--- config.mk ---
export PLATFORM = sky130hd
export DESIGN_NAME = rgb_pwm_engine
export DESIGN_NICKNAME = d
export VERILOG_FILES = /design/src/rtl/rgb_pwm_engine.sv
export SDC_FILE = /design/constraint.sdc
export NUM_CORES = 1
export LEC_CHECK = 0
export BUFFER_PORTS_ARGS = -buffer_cell sky130_fd_sc_hd__clkbuf_2
export CORE_ASPECT_RATIO = 1.1
export CORE_MARGIN = 2
export CORE_UTILIZATION = 30
export CTS_BUF_LIST = sky130_fd_sc_hd__clkbuf_4
export DETAILED_ROUTE_END_ITERATION = 8
export GPL_TIMING_DRIVEN = 0
export PLACE_DENSITY_LB_ADDON = 0.15
export SYNTH_ARGS = -nofsm -noshare
export SYNTH_HDL_FRONTEND = slang
export SYNTH_SLANG_ARGS = --single-unit
--- constraint.sdc ---
create_clock -name clk -period 16.8 [get_ports clk]
set_input_delay 2.52 -clock clk [delete_from_list [all_inputs] [get_ports clk]]
set_output_delay 2.52 -clock clk [all_outputs]
set_load 0.02 [all_outputs]
--- src/rtl/rgb_pwm_engine.sv ---
// N-channel PWM LED driver with prescaler, shadowed duty updates and
// static / breathing / blink / off lighting modes applied on period boundaries.
module rgb_pwm_engine #(
    parameter int unsigned NUM_CH        = 3,
    parameter int unsigned PWM_WIDTH     = 8,
    parameter int unsigned PRESCALE      = 4,
    parameter int unsigned STEP_PERIODS  = 2,
    parameter int unsigned BLINK_PERIODS = 64
) (
    input  logic                        clk,
    input  logic                        rst,
    input  logic [1:0]                  mode,
    input  logic [NUM_CH*PWM_WIDTH-1:0] duty_in,
    input  logic                        load,
    output logic [NUM_CH-1:0]           pwm_out,
    output logic                        period_tick,
    output logic [PWM_WIDTH-1:0]        level
);

    localparam int unsigned W   = PWM_WIDTH;
    localparam int unsigned PsW = (PRESCALE > 1) ? $clog2(PRESCALE) : 1;
    localparam int unsigned StW = (STEP_PERIODS > 1) ? $clog2(STEP_PERIODS) : 1;
    localparam int unsigned BlW = (BLINK_PERIODS > 1) ? $clog2(BLINK_PERIODS) : 1;

    localparam logic [W-1:0]   CntLast     = {{(W-1){1'b1}}, 1'b0};
    localparam logic [W-1:0]   LevelPenult = {{(W-1){1'b1}}, 1'b0};
    localparam logic [PsW-1:0] PsLast      = PsW'(PRESCALE - 1);
    localparam logic [StW-1:0] StLast      = StW'(STEP_PERIODS - 1);
    localparam logic [BlW-1:0] BlLast      = BlW'(BLINK_PERIODS - 1);

    typedef enum logic [1:0] {
        ModeStatic = 2'b00,
        ModeBreath = 2'b01,
        ModeBlink  = 2'b10,
        ModeOff    = 2'b11
    } mode_e;

    logic [PsW-1:0]          presc_q, presc_d;
    logic [W-1:0]            cnt_q, cnt_d;
    logic [NUM_CH*W-1:0]     shadow_q, shadow_d;
    logic [NUM_CH*W-1:0]     duty_act_q, duty_act_d;
    mode_e                   mode_act_q, mode_act_d;
    logic [W-1:0]            level_q, level_d;
    logic                    dir_down_q, dir_down_d;
    logic [StW-1:0]          step_q, step_d;
    logic                    phase_on_q, phase_on_d;
    logic [BlW-1:0]          blink_q, blink_d;
    logic                    tick_q, tick_d;
    logic [NUM_CH-1:0]       pwm_q, pwm_d;
    logic                    tick;
    logic                    boundary;
    mode_e                   mode_in;

    assign tick     = (presc_q == PsLast);
    assign boundary = tick && (cnt_q == CntLast);
    assign mode_in  = mode_e'(mode);

    always_comb begin
        presc_d    = tick ? '0 : presc_q + PsW'(1);
        cnt_d      = cnt_q;
        shadow_d   = load ? duty_in : shadow_q;
        duty_act_d = duty_act_q;
        mode_act_d = mode_act_q;
        level_d    = level_q;
        dir_down_d = dir_down_q;
        step_d     = step_q;
        phase_on_d = phase_on_q;
        blink_d    = blink_q;
        tick_d     = boundary;

        if (tick) begin
            cnt_d = (cnt_q == CntLast) ? '0 : cnt_q + W'(1);
        end

        // Shadow is sampled before any coincident load lands, so such a load waits one period.
        if (boundary) begin
            duty_act_d = shadow_q;
            mode_act_d = mode_in;

            if (mode_in == ModeBreath) begin
                if (mode_act_q != ModeBreath) begin
                    level_d    = '0;
                    dir_down_d = 1'b0;
                    step_d     = '0;
                end else if (step_q == StLast) begin
                    step_d = '0;
                    if (!dir_down_q) begin
                        level_d = level_q + W'(1);
                        if (level_q == LevelPenult) dir_down_d = 1'b1;
                    end else begin
                        level_d = level_q - W'(1);
                        if (level_q == W'(1)) dir_down_d = 1'b0;
                    end
                end else begin
                    step_d = step_q + StW'(1);
                end
            end

            if (mode_in == ModeBlink) begin
                if (mode_act_q != ModeBlink) begin
                    phase_on_d = 1'b1;
                    blink_d    = '0;
                end else if (blink_q == BlLast) begin
                    phase_on_d = ~phase_on_q;
                    blink_d    = '0;
                end else begin
                    blink_d = blink_q + BlW'(1);
                end
            end
        end
    end

    always_comb begin
        logic [W-1:0]   duty_k;
        logic [W-1:0]   eff_k;
        logic [2*W-1:0] prod_k;
        pwm_d = '0;
        for (int k = 0; k < NUM_CH; k++) begin
            duty_k = duty_act_q[k*W +: W];
            prod_k = {{W{1'b0}}, duty_k} * {{W{1'b0}}, level_q};
            unique case (mode_act_q)
                ModeStatic: eff_k = duty_k;
                ModeBreath: eff_k = prod_k[2*W-1:W];
                ModeBlink:  eff_k = phase_on_q ? duty_k : '0;
                default:    eff_k = '0;
            endcase
            pwm_d[k] = (cnt_q < eff_k);
        end
    end

    always_ff @(posedge clk or posedge rst) begin
        if (rst) begin
            presc_q    <= '0;
            cnt_q      <= '0;
            shadow_q   <= '0;
            duty_act_q <= '0;
            mode_act_q <= ModeOff;
            level_q    <= '0;
            dir_down_q <= 1'b0;
            step_q     <= '0;
            phase_on_q <= 1'b1;
            blink_q    <= '0;
            tick_q     <= 1'b0;
            pwm_q      <= '0;
        end else begin
            presc_q    <= presc_d;
            cnt_q      <= cnt_d;
            shadow_q   <= shadow_d;
            duty_act_q <= duty_act_d;
            mode_act_q <= mode_act_d;
            level_q    <= level_d;
            dir_down_q <= dir_down_d;
            step_q     <= step_d;
            phase_on_q <= phase_on_d;
            blink_q    <= blink_d;
            tick_q     <= tick_d;
            pwm_q      <= pwm_d;
        end
    end

    assign pwm_out     = pwm_q;
    assign period_tick = tick_q;
    assign level       = level_q;

endmodule

======== After elaboration in Yosys (flattened, before gate mapping) ========
Index checks and enable logic that the tools add are counted.
operators by class
  muxes and demuxes ....................... 22
  bitwise operators ....................... 1
  reductions and logical operators ........ 8
  $add $sub $neg .......................... 6
  order comparisons ....................... 3
  multipliers ............................. 3
  eq/ne operators ......................... 11
operator list
  operator               number
  $pmux W8 S3            3
  $mux W8                7
  $mul A8 B8 Y16         3
  $lt A8 B8 Y1           3
  $add A8 B1 Y8 const B  2
  $eq A8 B8 Y1 const B   2
  $mux W6                2
  $mux W1                9
  $eq A8 B1 Y1 const B   1
  $sub A8 B1 Y8 const B  1
  $add A6 B1 Y6 const B  1
  $eq A2 B2 Y1 const B   3
  $eq A6 B6 Y1 const B   1
  $reduce_and A3 Y1      2
  $eq A2 B1 Y1 const B   2
  $reduce_and A2 Y1      2
  $reduce_bool A2 Y1     2
  $add A2 B1 Y2 const B  1
  $logic_not A2 Y1       1
  $mux W2                1
  $ne A2 B1 Y1 const B   1
  $ne A2 B2 Y1 const B   1
  $add A1 B1 Y1 const B  1
  $logic_and A1 B1 Y1    1
  $not A1 Y1             1
word-level totals
  flip-flop bits (word level) ............. 81
  output and inout bits ................... 12
  logic and storage cells ................. 66

======== Logic depth before layout (Yosys ltp) ========
  depth after elaboration ................. 5
  mapped depth ............................ 25

======== Worst setup path after synthesis ========
OpenSTA, ideal clock, no wires.
  path kind ............................... reg-to-reg
  start point ............................. reg level_q[2], in the netlist level[2]
  end point ............................... reg pwm_q[0], in the netlist pwm_out[0]
  cell stages (with the launch flop) ...... 25
  data arrival time ....................... 5.894 ns
  clock period less this slack ............ 5.959 ns
  setup time .............................. 0.066 ns
  buffers on the path ..................... 2
  path slack .............................. 10.841 ns
  path through ............................ dfrtp_1 > clkbuf_1 > clkbuf_1 > nand2_1 > fa_1 > fa_1 > inv_1 > fa_1 > inv_1 > fa_1 > inv_1 > ha_1 > o211a_1 > a211oi_1 > o311ai_4 > a31oi_2 > xnor2_1 > a22oi_1 > ha_1 > a21o_1 > a21o_1 > a21o_1 > a2111oi_0 > o21ai_0 > nand2_1
between the ends
  longest elaborated chain between the ends .. 3
ends and longest elaborated chain
  item                    line  source
  start, declared         43    logic [W-1:0] level_q, level_d;
  start signal, assigned  151   level_q <= level_d;
  $mul A8 B8 Y16          120   prod_k = {{W{1'b0}}, duty_k} * {{W{1'b0}}, level_q};
  $pmux W8 S3             121   unique case (mode_act_q)
  $lt A8 B8 Y1            127   pwm_d[k] = (cnt_q < eff_k);
  named net pwm_d[0]      49    logic [NUM_CH-1:0] pwm_q, pwm_d;
  end signal, assigned    157   pwm_q <= pwm_d;
  end, declared           49
The timed path passes the listed nets, and every way through them passes these cells.
A chain may end at the register's enable or synchronous reset.

======== Worst setup path in the final report ========
Ends and elaborated chain as after synthesis.

==> out/metrics.cfg <==
[sta]
max_freq_mhz = 137
finalMaxSlewViolations = 0
fin_crit_sh = 0.434
relSlewSlack = 0.358
rsz0062_at_grt = no
hold_viol_final = 0
tns_ns = 0
worstMarginPinSlew_ns = 0.957
finalClockSkew_ns = 0.0315
fin_crit_ns = 7.30
setup_ws_ns = 9.50
worst_hold_slack_ns = 0.438
setup_viol = 0

[global_route]
overflow = 0
grt_max_degree = 58
grt_usage = 0.169
grt_pass1_vias = 7918
grt_pass1_wl_um = 44900
antenna_found_initial = 2

[logic_synthesis]
netlist_instances = 1054
synth_edf_count = 0
synth_seq_cells = 81
synth.distinct_cells = 68
avgSynthCellArea_um2 = 9.54
yosys.area.top_type = fa_1
synth_commonest_cells = inv_1 (150), and2_1 (149), ha_1 (128)
synth_top_cell_area_share = 0.209
yosysWarnings = 0
synthFlopType = dfrtp_1
synth.area.top_cells = fa_1 (21%), dfrtp_1 (19%), ha_1 (16%)
ys_async_sr_fraction = 1.00
syn_area_um2 = 10100
synthesis.nets = 1316
synth.most_common_cell = inv_1
ys_seq_area_frac = 0.202

[clock_network]
numCtsBuffers = 9
insertion_delay_ns = 0.49
cts.repair.resized = 0
postCtsSetupBuffers = 0
cts_tree = done
hold_buffers = 0
clock-root-buffer = clkbuf_4
clockBufferDepth = 2
path_clk_slew_ns = 0.17
cts.sinks = 81
cts_max_level = 3

[placed_design]
place_congestion = 0.814
place_area_um2 = 10800
place_ws_ns = 9.48
numPlacedInstances = 1526
io_buffers = 39
hpwl_um = 21600

[critical_path]
worstSetupStartpoint = level[2]$_DFFE_PP0P_
r2r-start = level[2]$_DFFE_PP0P_
critPathArrivalTime_ns = 7.74
start_kind = flop
end_kind = flop
critPathKind = flop to flop
worstPathRequired_ns = 17.24
cp_max_fo = 10

[final_layout]
fillers = 3537
final_util = 0.331
area_growth_pct = 9.17
final-seq-area_um2 = 2030
drive_above_1_share = 0.118
fin_cells = 1543
final_cell_area_um2 = 11000
fin_nets = 1367
multi_input_area_um2 = 7280

[detailed_routing]
wire_per_inst_um = 17.8
vias = 7469
ant_nets = 0
drc = 0
drtPass1Iterations = 4
via_per_inst = 4.84
wirelength_um = 27500
drt-initial-drc-count = 321

[floorplanning]
dieWidth_um = 179
core_area_um2 = 33100
floorplan.rows = 70
ios = 41
die_area_um2 = 35000
die_h_um = 196
initial_core_util = 0.304

[pwr]
power.density_nw_per_um2 = 32.2
p_total_mw = 0.353
ir_worst_vdd_mv = 0.0418
p_leak_nw = 5.67

[hold_path]
hold_path_class = flop to flop
hp-start = presc_q[0]$_DFF_PP0_

[job]
cap_violations = 0

[status]
run_status = complete, no violations

[critical path: stages (launching register included)]
cell	delay, ns
dfrtp_1	0.47
clkbuf_1	0.46
clkbuf_1	0.58
nand2_1	0.17
fa_1	0.54
fa_1	0.56
inv_1	0.05
fa_1	0.47
inv_1	0.05
fa_1	0.48
inv_1	0.04
ha_1	0.29
o211a_1	0.13
a211oi_1	0.79
o311ai_4	0.23
a31oi_2	0.32
xnor2_1	0.16
a22oi_1	0.09
ha_1	0.33
a21o_1	0.18
a21o_1	0.17
a21o_1	0.19
a2111oi_0	0.27
o21ai_0	0.14
nand2_1	0.09
[cells by family (layout without fill, tap and decap cells)]
group           after synthesis  count (layout)  share of synthesized area
compound gates              159             159                      0.109
xor+xnor                     18              18                     0.0157
fa+ha+maj                   233             233                      0.368
buf+inv                     195             251                     0.0738
flops                        81              81                      0.202
mux                          52              52                     0.0581
other cells                   0               1                          0
simple gates                316             316                      0.173
[cell type report]
| class | count | area share |
|---|---|---|
| Sequential cell | 81 | 0.185 |
| Inverter | 150 | 0.0515 |
| Clock buffer | 9 | 0.00616 |
| Antenna cell | 1 | 0.000228 |
| Multi-Input combinational cell | 778 | 0.663 |
| Buffer | 45 | 0.0163 |
| Tap cell | 432 | 0.0493 |
| Timing Repair Buffer | 40 | 0.0203 |
| Clock inverter | 7 | 0.00787 |
[power by group]
group          leakage, nW  internal, mW  switching, mW  total, mW
Sequential            1.04         0.201        0.00304      0.204
Combinational         4.55       0.00829        0.00782     0.0161
Clock               0.0810        0.0486         0.0844      0.133
[path summary, 6_finish.rpt]
check                      depth (start not counted)  slack, ns                        end
min in group asynchronous                          2       1.96   shadow_q[10]$_DFFE_PP0P_
hold / removal                                     1       0.44       presc_q[0]$_DFF_PP0_
setup reg to reg                                  24       9.50       pwm_out[0]$_DFF_PP0_
max in group asynchronous                          3      14.15  mode_act_q[1]$_DFFE_PP1P_
setup / recovery                                  24       9.50       pwm_out[0]$_DFF_PP0_
hold reg to reg                                    1       0.44       presc_q[0]$_DFF_PP0_
[state kept, by name (all words and copies together), names as in the netlist, 2 cells and up]
name	flops
shadow_q	24
presc_q	2
pwm_out	3
blink_q	6
level	8
duty_act_q	24
mode_act_q	2
cnt_q	8
[metal layers]
metal / global-route usage / vias up / wire length (um)
met5: 0 / - / 0
met4: 0.0434 / 0 / 576
met1: 0.234 / 3736 / 13200
li1: - / 3610 / -
met2: 0.277 / 101 / 13000
met3: 0.0221 / 22 / 693
[placed cells by master, fill, tap and decap left out, drive strengths merged, types with 11 or more instances in the layout]
master	count
o21ai	43
a21oi	28
mux2	51
fa	105
ha	128
a21o	12
clkbuf	83
dfrtp	78
nor3	11
nor2	29
xnor2	12
nand3	13
nand2	71
and2	150
buf	11
nand4	11
inv	154
a22oi	13
No activity file was read; power rests on OpenSTA's default activity.
